**src/rtl/io_chan_pkg.sv**
```systemverilog
// Shared types and helpers for the io_chan_bridge pin bridge.
package io_chan_pkg;

  typedef enum logic [1:0] {
    MODE_PASS    = 2'd0,
    MODE_INVERT  = 2'd1,
    MODE_STRETCH = 2'd2,
    MODE_FORCE   = 2'd3
  } chan_mode_e;

  // Counter width able to hold max_val; never narrower than one bit.
  function automatic int cnt_width(input int max_val);
    return (max_val < 1) ? 1 : $clog2(max_val + 1);
  endfunction

endpackage

```
**src/rtl/io_chan_lane.sv**
```systemverilog
// One bridge channel: synchroniser, glitch filter, edge flags, stretch counter and output mux.
module io_chan_lane
  import io_chan_pkg::*;
#(
  parameter int FILTER_CYCLES  = 4,
  parameter int STRETCH_CYCLES = 8
) (
  input  logic       clk_300,
  input  logic       rst_n,
  input  logic       in,
  input  chan_mode_e mode,
  input  logic       force_val,
  input  logic       clr_flags,
  output logic       out,
  output logic       lvl,
  output logic       rise_flag,
  output logic       fall_flag
);

  localparam int SW = cnt_width(STRETCH_CYCLES);
  localparam logic [SW-1:0] ST_LOAD = SW'(STRETCH_CYCLES - 1);

  logic          sync_q1;
  logic          sync_q2;
  logic          filt;
  logic          filt_d;
  logic          rise;
  logic          fall;
  logic [SW-1:0] st_cnt;
  logic [SW-1:0] st_cnt_next;
  logic          out_next;

  always_ff @(posedge clk_300 or negedge rst_n) begin
    if (!rst_n) begin
      sync_q1 <= 1'b0;
      sync_q2 <= 1'b0;
    end else begin
      sync_q1 <= in;
      sync_q2 <= sync_q1;
    end
  end

  generate
    if (FILTER_CYCLES == 0) begin : g_no_filter
      assign filt = sync_q2;
    end else begin : g_filter
      localparam int FW = cnt_width(FILTER_CYCLES);
      localparam logic [FW-1:0] LAST = FW'(FILTER_CYCLES - 1);
      logic [FW-1:0] flt_cnt;
      logic          filt_q;

      // Level only follows the synchronised input after it has differed for FILTER_CYCLES cycles.
      always_ff @(posedge clk_300 or negedge rst_n) begin
        if (!rst_n) begin
          flt_cnt <= '0;
          filt_q  <= 1'b0;
        end else if (sync_q2 != filt_q) begin
          if (flt_cnt == LAST) begin
            filt_q  <= sync_q2;
            flt_cnt <= '0;
          end else begin
            flt_cnt <= flt_cnt + 1'b1;
          end
        end else begin
          flt_cnt <= '0;
        end
      end

      assign filt = filt_q;
    end
  endgenerate

  assign lvl  = filt;
  assign rise = filt & ~filt_d;
  assign fall = ~filt & filt_d;

  always_comb begin
    st_cnt_next = '0;
    out_next    = 1'b0;
    case (mode)
      MODE_PASS:   out_next = filt;
      MODE_INVERT: out_next = ~filt;
      MODE_STRETCH: begin
        // A rise (re)loads the hold counter; filt itself keeps out high for wide pulses.
        if (rise) begin
          st_cnt_next = ST_LOAD;
        end else if (st_cnt != '0) begin
          st_cnt_next = st_cnt - 1'b1;
        end
        out_next = filt | rise | (st_cnt != '0);
      end
      MODE_FORCE:  out_next = force_val;
      default:     out_next = filt;
    endcase
  end

  // Set takes priority over clear so an edge coinciding with a clear is kept.
  always_ff @(posedge clk_300 or negedge rst_n) begin
    if (!rst_n) begin
      filt_d    <= 1'b0;
      st_cnt    <= '0;
      out       <= 1'b0;
      rise_flag <= 1'b0;
      fall_flag <= 1'b0;
    end else begin
      filt_d    <= filt;
      st_cnt    <= st_cnt_next;
      out       <= out_next;
      rise_flag <= rise | (rise_flag & ~clr_flags);
      fall_flag <= fall | (fall_flag & ~clr_flags);
    end
  end

endmodule

```
**src/rtl/io_chan_bridge.sv**
```systemverilog
// N-channel board pin bridge: one io_chan_lane per pin pair plus a registered interrupt reduce.
module io_chan_bridge
  import io_chan_pkg::*;
#(
  parameter int N_CHAN         = 5,
  parameter int FILTER_CYCLES  = 4,
  parameter int STRETCH_CYCLES = 8
) (
  input  logic                   clk_300,
  input  logic                   rst_n,
  input  logic [N_CHAN-1:0]      in,
  output logic [N_CHAN-1:0]      out,
  input  logic [N_CHAN-1:0][1:0] mode,
  input  logic [N_CHAN-1:0]      force_val,
  output logic [N_CHAN-1:0]      lvl,
  output logic [N_CHAN-1:0]      rise_flag,
  output logic [N_CHAN-1:0]      fall_flag,
  input  logic [N_CHAN-1:0]      clr_flags,
  input  logic [N_CHAN-1:0]      irq_en,
  output logic                   irq
);

  generate
    for (genvar i = 0; i < N_CHAN; i++) begin : g_lane
      io_chan_lane #(
        .FILTER_CYCLES (FILTER_CYCLES),
        .STRETCH_CYCLES(STRETCH_CYCLES)
      ) u_lane (
        .clk_300  (clk_300),
        .rst_n    (rst_n),
        .in       (in[i]),
        .mode     (chan_mode_e'(mode[i])),
        .force_val(force_val[i]),
        .clr_flags(clr_flags[i]),
        .out      (out[i]),
        .lvl      (lvl[i]),
        .rise_flag(rise_flag[i]),
        .fall_flag(fall_flag[i])
      );
    end
  endgenerate

  always_ff @(posedge clk_300 or negedge rst_n) begin
    if (!rst_n) begin
      irq <= 1'b0;
    end else begin
      irq <= |((rise_flag | fall_flag) & irq_en);
    end
  end

endmodule

```
**config.mk**
```make
export PLATFORM = sky130hd
export DESIGN_NAME = io_chan_bridge
export DESIGN_NICKNAME = d
export VERILOG_FILES = /design/src/rtl/io_chan_pkg.sv /design/src/rtl/io_chan_lane.sv /design/src/rtl/io_chan_bridge.sv
export SDC_FILE = /design/constraint.sdc
export NUM_CORES = 1
export LEC_CHECK = 0
export CAP_MARGIN = 5
export CORE_ASPECT_RATIO = 0.8
export CORE_UTILIZATION = 40
export CTS_BUF_LIST = sky130_fd_sc_hd__clkbuf_8
export DETAILED_ROUTE_END_ITERATION = 7
export GPL_ROUTABILITY_DRIVEN = 0
export PLACE_DENSITY = 0.67
export SYNTH_ARGS = -nofsm -noshare
export SYNTH_HDL_FRONTEND = slang
export SYNTH_HIERARCHICAL = 1
export SYNTH_SLANG_ARGS = --single-unit
```
**constraint.sdc**
```tcl
create_clock -name clk_300 -period 1.6 [get_ports clk_300]
set_input_delay 0.32 -clock clk_300 [delete_from_list [all_inputs] [get_ports clk_300]]
set_output_delay 0.32 -clock clk_300 [all_outputs]
set_load 0.005 [all_outputs]
```
==> results of run 1 <==
## final cells by class
cell class | count | area [sq um]
Multi-Input combinational cell | 147 | 949.7
Inverter | 15 | 56.30
Tap cell | 84 | 105.1
Sequential cell | 71 | 1777
Fill cell | 561 | 2874
Clock buffer | 11 | 151.4
Clock inverter | 5 | 25.02
Timing Repair Buffer | 60 | 600.6
## worst max-delay path by stage
stage                                          start                   end  cells after the start
after floorplan           g_lane[0].u_lane/st_cnt[1]  g_lane[0].u_lane/out                      3
after global placement    g_lane[4].u_lane/st_cnt[1]  g_lane[4].u_lane/out                      3
after detailed placement  g_lane[4].u_lane/st_cnt[0]  g_lane[4].u_lane/out                      3
after CTS                 g_lane[3].u_lane/fall_flag          fall_flag[3]                      1
after global routing      g_lane[0].u_lane/fall_flag          fall_flag[0]                      1
final                     g_lane[0].u_lane/fall_flag          fall_flag[0]                      1
## flip-flops by register name (all words and copies together), names as in the netlist
register	cells
g_lane.u_lane/lvl	5
g_lane.u_lane/fall_flag	5
irq	1
g_lane.u_lane/st_cnt	20
g_lane.u_lane/sync_q1	5
g_lane.u_lane/filt_d	5
g_lane.u_lane/rise_flag	5
g_lane.u_lane/sync_q2	5
g_lane.u_lane/g_filter.flt_cnt	15
g_lane.u_lane/out	5
## per-layer routing
metal / track usage [%] / wire (microns) / vias to the layer above
met5: 0 / 0 / -
met4: 6.818 / 38 / 0
met3: 5.589 / 241 / 6
met2: 23.86 / 2282 / 41
met1: 20.94 / 2511 / 923
li1: - / - / 967
## repair_timing
item                                   4_1_cts  5_1_grt
endpoints found under the hold margin       21        0
buffers inserted                             0        1
setup endpoints to repair                    0        5
gates resized for setup                      0        4
hold buffers                                 1        0
## stage by stage
step	area [sq um]	cells	util [%]	total power [mW]	hold WS [ps]
final	3665	393	56.05	5.686	348.3
after floorplan	2783	233	-	3.524	24.41
after detailed placement	3461	375	52.93	4.483	335.8
after global routing	3665	393	56.05	6.137	361.3
after global placement	3461	375	52.93	4.445	331.2
after CTS	3647	392	55.78	5.782	352.2
## cell usage in the layout (no fill, tap or decap), types with 6 or more instances in the layout
master                            synthesis  layout
sky130_fd_sc_hd__buf_4                    0       6
sky130_fd_sc_hd__nand2b_1                15      15
sky130_fd_sc_hd__dfrtp_1                 71      71
sky130_fd_sc_hd__nor3b_1                 10      10
sky130_fd_sc_hd__clkdlybuf4s50_1          0      47
sky130_fd_sc_hd__o21ai_0                 17      17
sky130_fd_sc_hd__inv_1                   15      17
sky130_fd_sc_hd__nand2_1                 10      10
sky130_fd_sc_hd__clkbuf_8                 0      11
sky130_fd_sc_hd__a31oi_1                 10      10
sky130_fd_sc_hd__a21oi_1                 15      15
sky130_fd_sc_hd__nor3_1                  15      15
sky130_fd_sc_hd__nor2_1                  10      10
## power groups by stage
stage	combinational [mW]	sequential [mW]	clock [mW]
floorplan	0.865	2.66	0
global placement	1.85	2.59	0
detailed placement	1.88	2.60	0
CTS	1.90	2.57	1.31
global route	2.12	2.63	1.38
finish	1.87	2.56	1.25
## kinds of logic after synthesis
group / share of synthesized area [%]
AO/OA/AOI/OAI: 11.92
XOR/XNOR: 1.574
adder cells (fa/ha/maj): 2.248
buffers and inverters: 2.023
flip-flops: 63.85
multiplexers: 2.023
AND/OR/NAND/NOR: 16.37
==> impl_results.md, run 1 <==
* Result of the run: complete, no violations
* Vias in the first global route at 1,978
* Critical path data arrival time at 1230 ps
* Std cell rows at 26
* VDD IR max at around 0.70 mV
* Flip-flop cell with the highest count after synthesis: sky130_fd_sc_hd__dfrtp_1
* Final clock period utilization by the worst path at a little over nine tenths
* Hold Path Stages at 0
* Most numerous cell in the Yosys netlist: sky130_fd_sc_hd__dfrtp_1
* Cells along the critical path: clkdlybuf4s50_1
* Power density over cell area at ~1600 mW/mm^2
* Number of search-and-repair iterations in the first detailed-routing pass at 4
* Fraction of registers with async set or reset after synthesis at 100.0%
* Die X at roughly 95 microns
* Rel. slew slack at 75.16%
* Core Box Area at 0.006539 sq mm
* Maximum number of pins on one net before global-route repair at 72
* Slew at the pin closest to its max-slew limit at 372.6 ps
* GRT Overall Usage at between 10% and 20%
* Most area-hungry cell type in the Yosys netlist: sky130_fd_sc_hd__dfrtp_1
* CTS HTree Levels at 3
* Count of buffers from port buffering at 52
* Count of flip-flops with a built-in enable after synthesis at 0
* Total of flip-flops plus latches after synthesis at 71
* Sum of negative setup slack at 0 ps
* Comb power frac at between 30% and 40%
* P_sw at around 1.7 mW
* Critical path's slowest cell: sky130_fd_sc_hd__clkdlybuf4s50_1
* Startpoint type of the worst setup path: flop
* Pre-CTS setup slack at around 240 ps
* Number of top-level pins at 53
* Total internal power at a little under 4 mW
* Clock sink total at 71
* Part of the total power dissipated in sequential elements at roughly 45%
* Ranking of synthesized cells by instance count: sky130_fd_sc_hd__dfrtp_1, sky130_fd_sc_hd__o21ai_0
* Via count of the routed design at just under 2,000
* Final routed wirelength across all metal layers at ~5100 microns
* Post-detail-place hpwl at approximately 3500 microns
* Pins over their slew limit at 0
* Final hold viol count at 0
* Maximum clock rate at 0.6443 GHz
* Number of maximum-capacitance constraint violations at 0
* Top post-synthesis cells by area: sky130_fd_sc_hd__dfrtp_1, sky130_fd_sc_hd__nand2b_1, sky130_fd_sc_hd__o21ai_0
* Ratio of cells with drive above 1 in the final layout at between 10% and 20%
* Depth of the worst register-to-register path at 3
* Delay of the slowest critical-path stage at between 500 and 600 ps
* Setup WS post-layout at 47.82 ps
* Fin nets at 341
* Shortest period the worst path allows at approximately 1600 ps
* Clock transition time at the flip-flop clock pins of the worst setup and hold paths at 70 ps
* Skew-Pair Late Insertion Delay at about 330 ps
* Clock tree buffer depth at 2
* Portion of synthesized cell area occupied by the leading cell type at ~64%
* Drt first-iter violations at roughly 110
* Wire length per cell at approximately 13 microns
* Cell area after synthesis at 0.002783 sq mm
* R2r endpoint: g_lane[4].u_lane/out
* Initial antenna violation count at 0
* Portion of total power attributed to the clock network at between 20% and 30%
* Worst min path class: flop to flop
* Net count after synthesis at 270
* CTS tree: built
* Area growth syn-to-layout at 31.70%
* Worst Min Path Start: g_lane[4].u_lane/sync_q1
* Average vias per placed instance at ~4.9
* Buffer cell driving the clock tree root: sky130_fd_sc_hd__clkbuf_8
* Unique masters post-synth at 21
* TritonCTS buffer count at 9
* Chip height at around 77 microns
* Sum of buffers and inverters on the critical path at 1
* Leakage at roughly 1.6 nW
* Crit-path leading delay family: buffers and inverters
* Origin of the critical flop-to-flop path: g_lane[4].u_lane/st_cnt[0]
* Antenna viol nets, final at 0
* Worst R2R Setup Slack at approximately 220 ps
* Sort of element at the end of the critical path: output pin
* Starting utilization of the core area at between 40% and 50%
* End of the worst hold path: g_lane[4].u_lane/sync_q2
* Average cell area after synthesis at 11.94 sq um
* Critical path class: flop to output pin
* Top fanout value on the critical path at 3
* Worst endpoint required time at 1280 ps
* Final-report setup violation count at 0
* Synth warn at 6
* Proportion of synthesized chip area in sequential cells at 63.85%
* Remaining routing DRC violations at 0
* Unrepaired setup endpoints after global routing: false
* Diodes inserted at 0
* Net switching fraction of the power at between 30 and 40%
* Full die area at 0.007296 sq mm
* Syn Inst Count at about 230
* Setup skew after layout at 7.416 ps
* Overflow left after global routing at 0
* Wire length of the first global-routing pass at between 8000 and 9000 microns
Note: power is estimated with default switching activity, not from simulation.
==> run 2, diff against run 1 <==
PLACE_DENSITY = 0.7   (was 0.67)
SETUP_SLACK_MARGIN = 0.1   (was not set)
clock period = 1.4 ns   (was 1.6 ns; I/O delays follow)
==> run 2 against run 1 <==
  * Final cell count rose by 5.1%
  * Combinational power up 26%
  * Register-to-register slack worse by 120 ps
  * Clock power is 5% higher
  * Cell area up 3.6%
  * Critical path type is now flop to flop
  * Critical endpoint is now g_lane[4].u_lane/out
  * Largest power group unchanged
  * Highest routed layer unchanged
==> impl_results.md, run 2 (same netlist as run 1, synthesis figures left out) <==
* Rel. slew slack at 75.63% (+0.47 points)
* Cell Count Post-Placement at 377 (+0.53%)
* Vias in the first global route at 2,005 (+1.4%)
* Met3 track utilization from global routing at 6.687% (+1.1 points)
* Met2 Use GR at 23.57% (-0.29 points)
* Startpoint type of the worst setup path: flop
* Regs by FF count: g_lane.u_lane/st_cnt (20), g_lane.u_lane/g_filter.flt_cnt (15)
* Non-filler cells in the finished layout at 413 (+5.1%)
* Skew-Pair Late Insertion Delay at 330 ps (about the same)
* Worst min path class: flop to flop
* Clock sink total at 71 (unchanged)
* Top fanout value on the critical path at 3 (unchanged)
* Remaining routing DRC violations at 0 (unchanged)
* Ratio of cells with drive above 1 in the final layout at 18.54% (+6.6 points)
* Seq. cell area at 0.001777 sq mm (unchanged)
* Final hold viol count at 0 (unchanged)
* Slew at the pin closest to its max-slew limit at 365.6 ps (-7.052 ps)
* Critical path data arrival time at 1520 ps (+290 ps)
* Wire length of the first global-routing pass at 8783 microns (about the same)
* Register name with the most flops: g_lane.u_lane/st_cnt
* Count of buffers from port buffering at 52 (unchanged)
* Total area of multi-input combinational cells at 957.2 sq um (+0.79%)
* Shortest period the worst path allows at roughly 1300 ps
* Final clock period utilization by the worst path at around 93%
* Wire length per cell at 12.76 microns (-1.2%)
* Post-detail-place hpwl at 3494 microns (+0.74%)
* Core Box Area at 0.006539 sq mm (unchanged)
* Area growth syn-to-layout at 36.38%
* Antenna viol nets, final at 0 (unchanged)
* Largest register FFs at 20 (unchanged)
* Most frequent standard cell in the layout excluding fill and tap cells: sky130_fd_sc_hd__dfrtp_1
* Die X at 95.25 microns (unchanged)
* TritonCTS buffer count at 9 (unchanged)
* Final routed wirelength across all metal layers at 5269 microns (+3.9%)
* Setup skew after layout at 7.998 ps (+0.5815 ps)
* Unrepaired setup endpoints after global routing: true
* Sum of negative setup slack at 0 ps (unchanged)
* Pins over their slew limit at 0 (unchanged)
* Met1 track demand over resource in global routing at 21.17% (+0.23 points)
* Starting utilization of the core area at 42.56% (unchanged)
* CTS HTree Levels at 3 (unchanged)
* Power density over cell area at 1718 mW/mm^2 (+11%)
* VDD IR max at 0.7487 mV (+6.8%)
* Fillers at 574 (+2.3%)
* Leakage at 1.713 nW (+5.2%)
* Layer carrying the most global-route usage: met2
* Diodes inserted at 0 (unchanged)
* Sort of element at the end of the critical path: flop
* Full die area at 0.007296 sq mm (unchanged)
* Result of the run: complete, no violations
* Worst endpoint required time at 1610 ps (+330 ps)
* Via count of the routed design at 2,041 (+5.4%)
* Clock tree buffer depth at 2 (unchanged)
* Fin nets at 364 (+6.7%)
* Critical path class: flop to flop
* Average vias per placed instance at 4.942 (+0.27%)
* Buffer cell driving the clock tree root: sky130_fd_sc_hd__clkbuf_8
* GRT Overall Usage at 15.76% (-0.23 points)
* Clock transition time at the flip-flop clock pins of the worst setup and hold paths at 60 ps (about the same)
* Initial antenna violation count at 0 (unchanged)
* Number of maximum-capacitance constraint violations at 0 (unchanged)
* Overflow left after global routing at 0 (unchanged)
* Drt first-iter violations at 62 (-44%)
* Maximum number of pins on one net before global-route repair at 72 (unchanged)
* Std cell rows at 26 (unchanged)
* Number of search-and-repair iterations in the first detailed-routing pass at 4 (unchanged)
* Chip height at 76.60 microns (unchanged)
* Maximum clock rate at between 0.7 and 0.8 GHz
* Most frequent cells in the layout: sky130_fd_sc_hd__dfrtp_1, sky130_fd_sc_hd__clkdlybuf4s50_1, sky130_fd_sc_hd__buf_4, sky130_fd_sc_hd__o21ai_0, sky130_fd_sc_hd__inv_1
* Number of top-level pins at 53 (unchanged)
* Final-report setup violation count at 0 (unchanged)
* CTS tree: built
run 2: changes by cell type in the layout (fill, tap and decap cells not counted):
cell                              delta
sky130_fd_sc_hd__buf_4              +23
sky130_fd_sc_hd__clkbuf_8            -1
sky130_fd_sc_hd__clkdlybuf4s15_1     +9
sky130_fd_sc_hd__clkdlybuf4s50_1    -17
sky130_fd_sc_hd__clkinvlp_4          -1
sky130_fd_sc_hd__dlygate4sd2_1      +12
sky130_fd_sc_hd__dlymetal6s2s_1      -4
sky130_fd_sc_hd__inv_1               -1
sky130_fd_sc_hd__nor2b_1             -3
sky130_fd_sc_hd__nor2b_2             +3
run 2: final timing paths:
kind | slack, ps | endpoint | startpoint | cells after the start
worst max-delay path | 100 | g_lane[4].u_lane/out | g_lane[4].u_lane/st_cnt[0] | 3
worst min-delay path | 350 | g_lane[0].u_lane/sync_q2 | g_lane[0].u_lane/sync_q1 | 0
worst max register to register | 100 | g_lane[4].u_lane/out | g_lane[4].u_lane/st_cnt[0] | 3
worst min register to register | 350 | g_lane[0].u_lane/sync_q2 | g_lane[0].u_lane/sync_q1 | 0
max in group asynchronous | 610 | g_lane[3].u_lane/out | rst_n | 3
min in group asynchronous | 500 | g_lane[0].u_lane/filt_d | rst_n | 3
run 2: where the power goes:
part / total [mW] / internal [mW] / leakage (nW) / switching [mW]
clock network: 1.31 / 0.648 / 0.0850 / 0.661
logic: 2.35 / 1.31 / 0.725 / 1.04
registers: 2.86 / 2.59 / 0.902 / 0.265
run 2: metrics by stage:
step / cell area, sq um / setup slack, ps / util (%) / total power, mW / hold slack, ps
floorplan: 2783 / 126.3 / - / 4.029 / -15.59
global placement: 3476 / 102.1 / 53.16 / 5.078 / 329.6
detailed placement: 3476 / 63.00 / 53.16 / 5.141 / 334.7
CTS: 3739 / 75.51 / 57.18 / 6.543 / 355.4
global route: 3795 / 36.02 / 58.04 / 7.037 / 362.7
finish: 3795 / 98.71 / 58.04 / 6.519 / 353.2
run 2: final cells by class:
type                    instances  area share, %
repair buffers                 83          19.72
multi-input cells             147          25.22
inverters                      15          1.484
clock inverters                 3         0.3627
well taps                      84          2.770
clock buffers                  10          3.627
flip-flops and latches         71          46.82
run 2: worst max-delay path: stages, from the launching register on:
cell,delay [ps]
sky130_fd_sc_hd__dfrtp_1,400
sky130_fd_sc_hd__or4_4,530
sky130_fd_sc_hd__a211oi_2,200
sky130_fd_sc_hd__a21oi_1,60
run 2: metal layers:
| layer | part of all wire, % | wire, microns |
|---|---|---|
| met4 | 0.25 | 13 |
| met2 | 47 | 2458 |
| met5 | 0 | 0 |
| met1 | 48 | 2505 |
| met3 | 5.5 | 291 |
run 2: timing repair:
action,in CTS,in global routing
setup endpoints to repair,26,16
resized for setup,21,12
endpoints found under the hold margin,71,0
pin swaps,0,0
buffers inserted,17,5
hold buffers,1,0
